`src/rtl/mdu_ctrl.sv`:
```
// Sequencer between EX and the mdu: one M-extension request at a time, local
// resolution of divide corner cases, and a held result under wb_valid/wb_ready.
module mdu_ctrl #(
  parameter int LATENCY = 1
) (
  input  logic        clk,
  input  logic        rst,
  input  logic        req_valid,
  output logic        req_ready,
  input  logic [2:0]  req_funct3,
  input  logic [31:0] req_rs1,
  input  logic [31:0] req_rs2,
  input  logic [4:0]  req_rd,
  input  logic        flush,
  output logic        mdu_valid,
  output logic [2:0]  mdu_op,
  output logic [31:0] mdu_rs1,
  output logic [31:0] mdu_rs2,
  input  logic [31:0] mdu_result,
  input  logic        mdu_ready,
  output logic        wb_valid,
  input  logic        wb_ready,
  output logic [4:0]  wb_rd,
  output logic [31:0] wb_data,
  output logic        wb_err,
  output logic        busy
);

  localparam logic [3:0] LAT = 4'(LATENCY);

  typedef enum logic [1:0] {IDLE, ISSUE, WAIT, RESP} state_t;

  typedef struct packed {
    logic        hit;
    logic        err;
    logic [31:0] data;
  } local_t;

  state_t     state, state_nxt;
  logic [3:0] cnt;
  logic       accept;
  logic       cnt_hit;
  local_t     loc;

  function automatic logic [2:0] map_op(input logic [2:0] f3);
    case (f3)
      3'b000:  map_op = 3'b000;
      3'b001:  map_op = 3'b001;
      3'b100:  map_op = 3'b010;
      3'b101:  map_op = 3'b011;
      3'b110:  map_op = 3'b100;
      3'b111:  map_op = 3'b101;
      default: map_op = 3'b000;
    endcase
  endfunction

  // Divide-by-zero, signed overflow and unsupported MULHSU/MULHU never reach the mdu.
  function automatic local_t resolve_local(input logic [2:0]         f3,
                                           input logic signed [31:0] a,
                                           input logic signed [31:0] b);
    logic ovf;
    logic zero;
    ovf  = (a == 32'sh8000_0000) && (b == -32'sd1);
    zero = (b == 32'sd0);
    resolve_local = '0;
    case (f3)
      3'b010, 3'b011: begin
        resolve_local.hit = 1'b1;
        resolve_local.err = 1'b1;
      end
      3'b100: begin
        resolve_local.hit  = zero | ovf;
        resolve_local.data = zero ? 32'hFFFF_FFFF : 32'h8000_0000;
      end
      3'b101: begin
        resolve_local.hit  = zero;
        resolve_local.data = 32'hFFFF_FFFF;
      end
      3'b110: begin
        resolve_local.hit  = zero | ovf;
        resolve_local.data = zero ? a : 32'd0;
      end
      3'b111: begin
        resolve_local.hit  = zero;
        resolve_local.data = a;
      end
      default: resolve_local = '0;
    endcase
  endfunction

  assign loc       = resolve_local(req_funct3, req_rs1, req_rs2);
  assign req_ready = ~rst & (state == IDLE) & ~flush;
  assign accept    = req_valid & req_ready;
  assign cnt_hit   = (cnt == LAT);
  assign mdu_valid = (state == ISSUE);
  assign wb_valid  = (state == RESP);
  assign busy      = (state != IDLE);

  always_ff @(posedge clk or posedge rst) begin
    if (rst) state <= IDLE;
    else     state <= state_nxt;
  end

  always_comb begin
    state_nxt = state;
    case (state)
      IDLE:  if (accept) state_nxt = loc.hit ? RESP : ISSUE;
      ISSUE: state_nxt = flush ? IDLE : WAIT;
      WAIT: begin
        if (flush)                      state_nxt = IDLE;
        else if (cnt_hit && mdu_ready)  state_nxt = RESP;
      end
      RESP:  if (flush || wb_ready) state_nxt = IDLE;
      default: state_nxt = IDLE;
    endcase
  end

  // Request capture, latency count and result capture
  always_ff @(posedge clk or posedge rst) begin
    if (rst) begin
      mdu_op  <= '0;
      mdu_rs1 <= '0;
      mdu_rs2 <= '0;
      wb_rd   <= '0;
      wb_data <= '0;
      wb_err  <= 1'b0;
      cnt     <= '0;
    end else begin
      if (accept) begin
        mdu_op  <= map_op(req_funct3);
        mdu_rs1 <= req_rs1;
        mdu_rs2 <= req_rs2;
        wb_rd   <= req_rd;
        wb_data <= loc.data;
        wb_err  <= loc.err;
      end
      if (state == ISSUE) begin
        cnt <= 4'd1;
      end else if (state == WAIT && !cnt_hit) begin
        cnt <= cnt + 4'd1;
      end
      if (state == WAIT && !flush && cnt_hit && mdu_ready) begin
        wb_data <= mdu_result;
      end
      if (state == RESP && (flush || wb_ready)) begin
        wb_err <= 1'b0;
      end
    end
  end

endmodule

```
`config.mk`:
```
export PLATFORM = sky130hd
export DESIGN_NAME = mdu_ctrl
export DESIGN_NICKNAME = d
export VERILOG_FILES = /design/src/rtl/mdu_ctrl.sv
export SDC_FILE = /design/constraint.sdc
export NUM_CORES = 1
export LEC_CHECK = 0
export CAP_MARGIN = 20
export CORE_MARGIN = 5
export CORE_UTILIZATION = 38
export CTS_CLUSTER_DIAMETER = 60
export CTS_CLUSTER_SIZE = 14
export DETAILED_ROUTE_END_ITERATION = 16
export MAX_ROUTING_LAYER = met4
export PLACE_DENSITY = 0.77
export SLEW_MARGIN = 20
export SYNTH_ARGS = -nofsm -noshare
export SYNTH_HDL_FRONTEND = slang
export SYNTH_SLANG_ARGS = --single-unit
```
`constraint.sdc`:
```
create_clock -name clk -period 3.61 [get_ports clk]
set_input_delay 0.722 -clock clk [delete_from_list [all_inputs] [get_ports clk]]
set_output_delay 0.722 -clock clk [all_outputs]
set_load 0.1 [all_outputs]
```
==> results.yml <==
status:
  status: "finished, final reports clean"
cts:
  clk_transition_reported_paths_ps: 70
  clock_latency_ps: 350
  cts_max_path_buffers: 2
  cts_buffers: 9
  post_cts_buffers: 0
  cts_hold_buf: 0
  cts_resized: 0
  cts_tree: "yes"
  cts_htree_levels: 3
  cts_sinks: 111
  cts_root_buf: "clkbuf_16"
timing:
  hold_viol_final: 0
  slew_headroom_pct: 32.0
  finalCriticalPeriod_ps: 2620
  rsz0062_at_grt: "no"
  worstMarginPinSlew_ps: 1020
  fmax_mhz: 382
  finalSetupViolCount: 0
  skew_ps: 5.85
  report.final.slew_viol_count: 0
  fin_tns_setup_ps: 0
  min_period_over_period_pct: 72.5
  fin_ws_ps: 993
cells_and_area:
  antenna_cells: 0
  layout_commonest_cell: "clkdlybuf4s50_1"
  stdcell_area_um2: 7450
  layoutNonFillerInstCount: 784
  finalNetCount: 719
  drive_gt1_share_pct: 16.0
  syn_to_final_growth_pct: 55.1
  final_cell_mix: "214 x clkdlybuf4s50_1, 111 x dfrtp_1, 63 x mux2_2"
critical_path:
  critical_path.startpoint: "flush"
  cp_slowest_stage_delay_ps: 500
  critical-path-top-delay-family: "buffers and inverters"
  path_max_fanout: 5
  cp_cell_sequence: "clkdlybuf4s50_1 -> nor4_4 -> buf_4"
  arrival_ps: 1890
  crit_path_end_kind: "output pin"
  path_buf_inv: 2
  r2r_start: "state[0]"
  required_ps: 2890
  cp-start-kind: "input pin"
  slowest_stage: "clkdlybuf4s50_1"
  criticalPathCategory: "in -> out"
synth:
  yosysTopAreaCellShare_pct: 57.8
  yosys.cell_types.count: 38
  netlist_instances: 392
  ys_ff_latch: 111
  postSynthNetCount: 504
  seq_area_frac_synth_pct: 57.8
  yosysTopAreaCell: "dfrtp_1"
  synthTopCellsByArea: "dfrtp_1 58%, mux2_2 15%, a22oi_1 4.8%, nor2b_1 4.2%, o21ai_1 3.0%"
  syn_area_um2: 4800
  ys_warn_count: 0
  syn-mean-instance-area_um2: 12.3
drt:
  ant_nets: 0
  drt_pass1_iterations: 4
  num_vias: 4058
  drcViolationCount: 0
  wl_per_cell_um: 19.5
  viasPerCell: 5.18
  drt-initial-drc-count: 188
  drt_wl_total_um: 15300
place:
  place_ws_ps: 702
  dp_cells: 768
  hpwl_um: 11800
  portBuffers: 218
  gp_congestion: 0.857
  dpl_cell_area_um2: 7130
floorplan:
  row_count: 41
  die_x_um: 122
  core_um2: 12500
  die_h_um: 122
  ios: 219
  dieArea_um2: 15000
  start_util_pct: 38.4
grt:
  gr-usage-all-layers_pct: 21.5
  grt_pass1_wl_um: 23900
  grt_max_degree: 60
  overflow: 0
  antenna_found_initial: 0
  grt_pass1_vias: 4443
pwr:
  vdd_ir_drop_max_mv: 0.542
  p_leak_nw: 3.04
  p_total_w: 0.00775
  powerDensity_nw_per_um2: 1040
worst_hold_path:
  min_path_type: "reg -> reg"
  hp-start: "mdu_op[0]"
run:
  drv_cap: 0
cells in the mapped netlist:
master     instances
a21oi_1            1
nor4_1            15
nand4_1            9
o21ai_0            6
dfrtp_1          111
nand4b_1           2
nor3b_1            2
buf_6              3
a211o_1            1
xor2_1             1
and4b_1            1
buf_4              1
a22o_1             1
nand3_1            5
o31ai_1            3
a21o_1             1
nor3_1             3
nor2_1             8
a2bb2oi_1          1
o211ai_2           1
nor2b_1           32
ha_1               2
o21bai_4           1
o221a_2            1
nand2_1           27
o21ai_1           29
clkbuf_1           7
inv_1              5
xnor2_1            1
mux2_2            63
and2_1             1
nand2b_1           2
nor4_4             1
nor4b_1            1
nand2_2            1
a22oi_1           31
buf_2             10
a31oi_1            1
final timing paths:
| path | slack [ps] | cells past startpoint | endpoint |
|---|---|---|---|
| max reg2reg | 1400 | 5 | wb_data[29] |
| max in group asynchronous | 1820 | 3 | mdu_rs1[6] |
| min | 470 | 2 | mdu_op[0] |
| min reg2reg | 470 | 2 | mdu_op[0] |
| max | 990 | 3 | req_ready |
| min in group asynchronous | 940 | 2 | state[1] |
registers in the layout, indices dropped and copies added (netlist names):
name     cells
mdu_rs2     32
state        2
wb_err       1
mdu_rs1     32
wb_data     32
mdu_op       3
cnt          4
wb_rd        5
where the power goes:
part           leakage (nW)  internal [W]  switching, W
registers              1.37       0.00167      0.000245
clock network         0.148      0.000606      0.000441
logic                  1.52       0.00113       0.00366
total                  3.04       0.00340       0.00435
layer usage:
| metal | vias up | share of wire [%] | track usage (%) |
|---|---|---|---|
| li1 | 1863 | - | - |
| met1 | 2023 | 40 | 25.4 |
| met2 | 144 | 50 | 35.3 |
| met3 | 28 | 6.3 | 5.21 |
| met4 | 0 | 2.9 | 8.96 |
| met5 | - | 0 | - |
cells by family (layout without fill, tap and decap cells):
group | after synthesis | after routing | share of synthesized area (%)
AOI/OAI and AO/OA | 78 | 78 | 10.8
muxes | 63 | 63 | 14.8
and+or+nand+nor | 110 | 110 | 12.9
buffers and inverters | 26 | 246 | 2.84
DFF | 111 | 111 | 57.8
adders and majority gates | 2 | 2 | 0.521
xor gates and xnor gates | 2 | 2 | 0.365
worst register-to-register path: cells and delay by family, from the launching register on:
kind / cells / cell delay, ps
flip-flops: 1 / 490
AO/OA/AOI/OAI: 2 / 670
AND/OR/NAND/NOR: 3 / 950
through the flow:
stage	hold slack, ps	util, %
floorplan	498	-
global placement	455	57.0
detailed placement	464	57.0
CTS	480	59.5
global route	510	59.5
finish	474	59.5
area by class of cell:
type | count | area, um2
fill | 1102 | 5070
sequential | 111 | 2780
timing repair buffer | 225 | 2220
multi-input combinational | 255 | 1900
clock buffer | 10 | 229
tap | 172 | 215
clock inverter | 6 | 85.1
inverter | 5 | 22.5
Note: power is estimated with default switching activity, not from simulation.
==> patch 1 (config.mk and constraints unchanged) <==
The 4 states of `state_t` get a Gray code encoding in 2 bits.
--- a/src/rtl/mdu_ctrl.sv
+++ b/src/rtl/mdu_ctrl.sv
@@ -28,7 +28,7 @@
 
   localparam logic [3:0] LAT = 4'(LATENCY);
 
-  typedef enum logic [1:0] {IDLE, ISSUE, WAIT, RESP} state_t;
+  typedef enum logic [1:0] {IDLE = 2'b00, ISSUE = 2'b01, WAIT = 2'b11, RESP = 2'b10} state_t;
 
   typedef struct packed {
     logic        hit;
Function: no difference found for any inputs over 10 cycles, from zero or initial values and one cycle with rst high; not proved beyond that.
==> patch 1 against the unedited design <==
  * Clock skew fell by 0.0019 ns
  * Utilization decreased by 0.094 points
  * Setup slack lost 0.088 ns
  * Total power fell by 29%
  * Final area increased by 1.5%
  * Via count rose by 19%
  * Synthesized area rose by 3.6%
  * Sequential cell count did not move
  * Combinational power shrank 38%
  * Highest routed layer unchanged
  * Clock power is 12% lower
  * First-iteration DRC count increased by 110%
  * Largest power group unchanged
  * Critical endpoint unchanged
  * Wire length increased by 7.9%
==> patch 1: results (changes against the unedited design) <==
[yosys]
yosys_warnings=0  ; unchanged
synth.distinct_cells=36  ; -5.3%
syn_nets=647  ; +28%
synthTopCellsByCount=225 x nand2_1, 111 x dfrtp_1, 33 x and3_1, 32 x nand2b_1, 31 x a221o_1
seq_area_frac_synth_pct=55.8  ; -2.0 points
synth_area_leaders=dfrtp_1 56%, nand2_1 17%, a221o_1 6.2%

[hold_path]
min_from=mdu_rs2[2]
min_path_cells=2  ; unchanged

[cells_and_area]
layout-drive-gt1-share_pct=4.30  ; -12 points
fillers=1133  ; +2.8%
biggestRegsByFlops=mdu_rs1 x32, mdu_rs2 x32, wb_data x32
finalNetCount=852  ; +18%

[power]
p_leak_nw=3.55  ; +17%
irDropWorstVdd_v=0.000466  ; -14%

[setup_path]
crit_fanout=5  ; unchanged
timing.rr.start=cnt[1]
critPathArrivalTime_ns=1.98  ; +0.09 ns
slowest_stage=clkdlybuf4s50_1
rr_worst_depth=7  ; +2

[global_routing]
grt_pass1_vias=4954  ; +12%
grt_util_all_layers_pct=21.6  ; +0.070 points
grt_max_degree=84  ; +40%
antenna_found_initial=0  ; unchanged
grt_first_pass_wirelength_um=26500  ; +11%

[placed_design]
hpwlAfterDp_um=12200  ; +3.7%
io_buffers=218  ; unchanged
dpl_cell_area_sq_um=7290  ; +2.2%
routabilityCongestion=0.885  ; +3.3%

[sta]
tightest_slew_ns=1.02  ; +0.00460 ns
skew_ns=0.00397  ; -0.00188 ns

[status]
outcome=completed

[clocking]
path_clk_slew_ns=0.07  ; about the same
post-cts-setup-buffers=0  ; unchanged
cts_buffers=9  ; unchanged
clockRootBuffer=clkbuf_16
insertion_delay_ns=0.34

[drt]
dr.pass1.iters=5  ; +1
wl_per_cell_um=18.0  ; -7.6%
viasPerCell=5.27  ; +1.8%
drt_iter0_drc=402  ; +110%

## patch 1: changes by cell type in the layout (fill, tap and decap cells not counted), moves of 3 or more
cell,change
o31ai_1,-3
nand2b_1,+30
and3_1,+33
nor2b_1,-31
a221o_1,+31
nand2_1,+198
a22oi_1,-31
mux2_2,-63
o21ai_1,-29
## patch 1: area by class of cell
cell class / count / area [sq um] / area share (%)
inverters: 6 / 26.3 / 0.348
well taps: 172 / 215 / 2.85
multi-input cells: 386 / 2030 / 26.9
repair buffers: 226 / 2240 / 29.7
clock inverters: 4 / 22.5 / 0.298
clock buffers: 11 / 243 / 3.21
flip-flops and latches: 111 / 2780 / 36.7
## patch 1: worst min-delay path, stage by stage (launching register included)
cell,delay [ns]
dfrtp_1,0.34
nand2_1,0.05
nand2_1,0.06
## patch 1: kinds of logic after synthesis
logic type	count (synthesis)	synth area share, %
AOI/OAI and AO/OA	48	8.80
adders and majority gates	2	0.503
buffers and inverters	38	3.57
DFF	111	55.8
and+or+nand+nor	336	31.3
## patch 1: path summary, 6_finish.rpt
path	endpoint	slack, ns
max	req_ready	0.90
min	mdu_rs2[2]	0.48
max reg2reg	wb_data[5]	1.11
min reg2reg	mdu_rs2[2]	0.48
max in group asynchronous	mdu_rs1[2]	2.00
min in group asynchronous	state[0]	0.87
## patch 1: metal layers
metal	track usage (%)	share of wire, %	vias to the layer above
li1	-	-	2224
met1	28.1	44	2355
met2	32.8	47	220
met3	5.27	7.1	28
met4	7.80	2.2	0
met5	-	0	-
## patch 1: where the power goes
part           total [mW]  internal [mW]  switching [mW]
Combinational        2.95          0.683            2.27
Sequential           1.65           1.49           0.155
Clock               0.921          0.481           0.440
Total                5.52           2.66            2.86
## patch 1: metrics by stage
| step | instances | worst slack [ns] |
|---|---|---|
| 2_1_floorplan | 535 | 0.779 |
| 3_3_place_gp | 901 | 0.808 |
| 3_5_place_dp | 901 | 0.649 |
| 4_1_cts | 916 | 0.906 |
| 5_1_grt | 916 | 0.824 |
| 6_report | 916 | 0.905 |
==> patch 2 (same settings) <==
Without the edit above. Make the reset (`rst`) synchronous in 2 clocked blocks.
--- a/src/rtl/mdu_ctrl.sv
+++ b/src/rtl/mdu_ctrl.sv
@@ -96,7 +96,7 @@
   assign wb_valid  = (state == RESP);
   assign busy      = (state != IDLE);
 
-  always_ff @(posedge clk or posedge rst) begin
+  always_ff @(posedge clk) begin
     if (rst) state <= IDLE;
     else     state <= state_nxt;
   end
@@ -116,7 +116,7 @@
   end
 
   // Request capture, latency count and result capture
-  always_ff @(posedge clk or posedge rst) begin
+  always_ff @(posedge clk) begin
     if (rst) begin
       mdu_op  <= '0;
       mdu_rs1 <= '0;
Formal check against the unedited RTL: differs if rst is asserted again (counterexample within 4 cycles, from zero or initial values and one cycle with rst high); with rst held inactive, the same outputs for 10 cycles.
==> patch 2 against the unedited design <==
  * Final area shrank 3.9%
  * Wire length up 8.9%
  * Setup slack got worse by 0.18 ns
  * Sequential cell count unchanged
  * Non-clock buffer count up 2
  * Synthesized area shrank 4.4%
  * Clock skew is 0.00058 ns lower
  * Critical endpoint unchanged
  * Highest routed layer unchanged
Power is not compared: it rests on default switching activity, and its combinational part moved more than twofold at a synthesized area within 25%.
==> patch 2: results (changes against the unedited design) <==
[setup_path]
crit_fanout=6  ; +1
critPathArrivalTime_ns=2.08  ; +0.19 ns

[clocking]
ctsResizeCount=0  ; unchanged
cts_buffers=9  ; unchanged
cts.path.max_buffers=2  ; unchanged
path_clk_slew_ns=0.07  ; about the same
insertion_delay_ns=0.34
clockRootBuffer=clkbuf_16
post-cts-setup-buffers=0  ; unchanged
cts_htree_levels=3  ; unchanged

[global_routing]
grt_max_degree=73  ; +22%
grt_pass1_vias=4959  ; +12%
grt_util_all_layers_pct=23.0  ; +1.5 points
antenna_found_initial=0  ; unchanged
grt_first_pass_wirelength_um=25800  ; +7.8%

[drt]
wl_per_cell_um=18.0  ; -7.7%
drt_iter0_drc=378  ; +100%
viasPerCell=5.38  ; +4.0%
dr.pass1.iters=5  ; +1

[cells_and_area]
biggestRegsByFlops=mdu_rs1 x32, mdu_rs2 x32, wb_data x32
layout.cells.non_filler=925  ; +18%
n_antenna_cell=0  ; unchanged
finalNetCount=885  ; +23%
layout-drive-gt1-share_pct=4.50  ; -12 points

[yosys]
synthArstFlopShare_pct=0  ; -100 points
yosys_warnings=0  ; unchanged
ys.flop_type=dfxtp_1
synth.distinct_cells=40  ; +5.3%
avgSynthCellArea_sq_um=7.91  ; -35%
syn_nets=693  ; +38%
synth_area_leaders=dfxtp_1 48%, nand2_1 12%, a21oi_1 11%
seq_area_frac_synth_pct=48.4  ; -9.5 points
synthTopCellsByCount=144 x nand2_1, 111 x dfxtp_1, 105 x a21oi_1, 38 x clkbuf_1, 32 x nor2b_1

[placed_design]
routabilityCongestion=0.891  ; +3.9%
place_inst=909  ; +18%
hpwlAfterDp_um=12300  ; +4.5%
dp_slack_ns=0.688  ; -0.0144 ns
io_buffers=218  ; unchanged

[power]
irDropWorstVdd_v=0.000211
p_leak_nw=2.54

[status]
outcome=completed

[sta]
relSlewSlack_pct=28.2  ; -3.9 points
min_period_ns=2.80  ; +0.182 ns
hold_viol_final=0  ; unchanged
skew_ns=0.00527  ; -0.000580 ns

[hold_path]
min_path_type=reg -> reg

==> patch 2: cell types whose count changed after synthesis, moves of 63 or more <==
| cell | before | now |
|---|---|---|
| a21oi_1 | 1 | 105 |
| dfrtp_1 | 111 | 0 |
| dfxtp_1 | 0 | 111 |
| mux2_2 | 63 | 0 |
| nand2_1 | 27 | 144 |
==> patch 2: layer usage <==
| metal | global-route usage [%] | up-vias | wire [um] |
|---|---|---|---|
| met5 | - | - | 0 |
| met4 | 7.52 | 0 | 300 |
| met3 | 5.94 | 21 | 1450 |
| met2 | 37.9 | 218 | 8010 |
| met1 | 27.5 | 2337 | 6880 |
| li1 | - | 2404 | - |
==> patch 2: power by group <==
part           internal, mW  switching, mW  leakage (nW)  total (mW)
Clock                 0.609          0.445         0.152        1.05
Combinational         0.219          0.441          1.49       0.660
Sequential             1.26         0.0247         0.900        1.29
Total                  2.09          0.911          2.54        3.00
==> patch 2: cells by family (layout without fill, tap and decap cells) <==
| kind of cell | Yosys count | in the layout | synth area share, % |
|---|---|---|---|
| compound gates | 149 | 149 | 17.8 |
| xor+xnor | 1 | 1 | 0.191 |
| fa+ha+maj | 2 | 2 | 0.545 |
| buf+inv | 48 | 245 | 4.33 |
| flops | 111 | 111 | 48.4 |
| mux | 2 | 2 | 0.436 |
| simple gates | 268 | 268 | 28.3 |
==> patch 2: layout make-up <==
class                   instances  area (sq um)
fillers                      1061          4750
repair buffers                227          2240
flip-flops and latches        111          2220
multi-input cells             422          2190
clock buffers                   9           225
well taps                     147           184
clock inverters                 7          97.6
inverters                       2          7.51
==> patch 2: path summary, 6_finish.rpt <==
kind / start / endpoint / slack (ns) / cells after the start
worst max-delay path: flush / req_ready / 0.81 / 3
worst min-delay path: mdu_op[2] / mdu_op[2] / 0.46 / 2
worst max register to register: cnt[1] / wb_data[31] / 1.21 / 7
worst min register to register: mdu_op[2] / mdu_op[2] / 0.46 / 2
==> patch 2: metrics by stage <==
step,util (%),power (mW),instance area [sq um]
after global placement,57.4,1.97,6840
after detailed placement,57.4,1.98,6840
final,60.1,3.00,7160
after global routing,60.1,3.12,7160
after floorplan,-,1.71,4590
after CTS,60.1,3.04,7160
==> patch 2: critical path: stages <==
cell and delay [ns]:
clkdlybuf4s50_1 0.53, nor4_2 0.44, buf_4 0.38
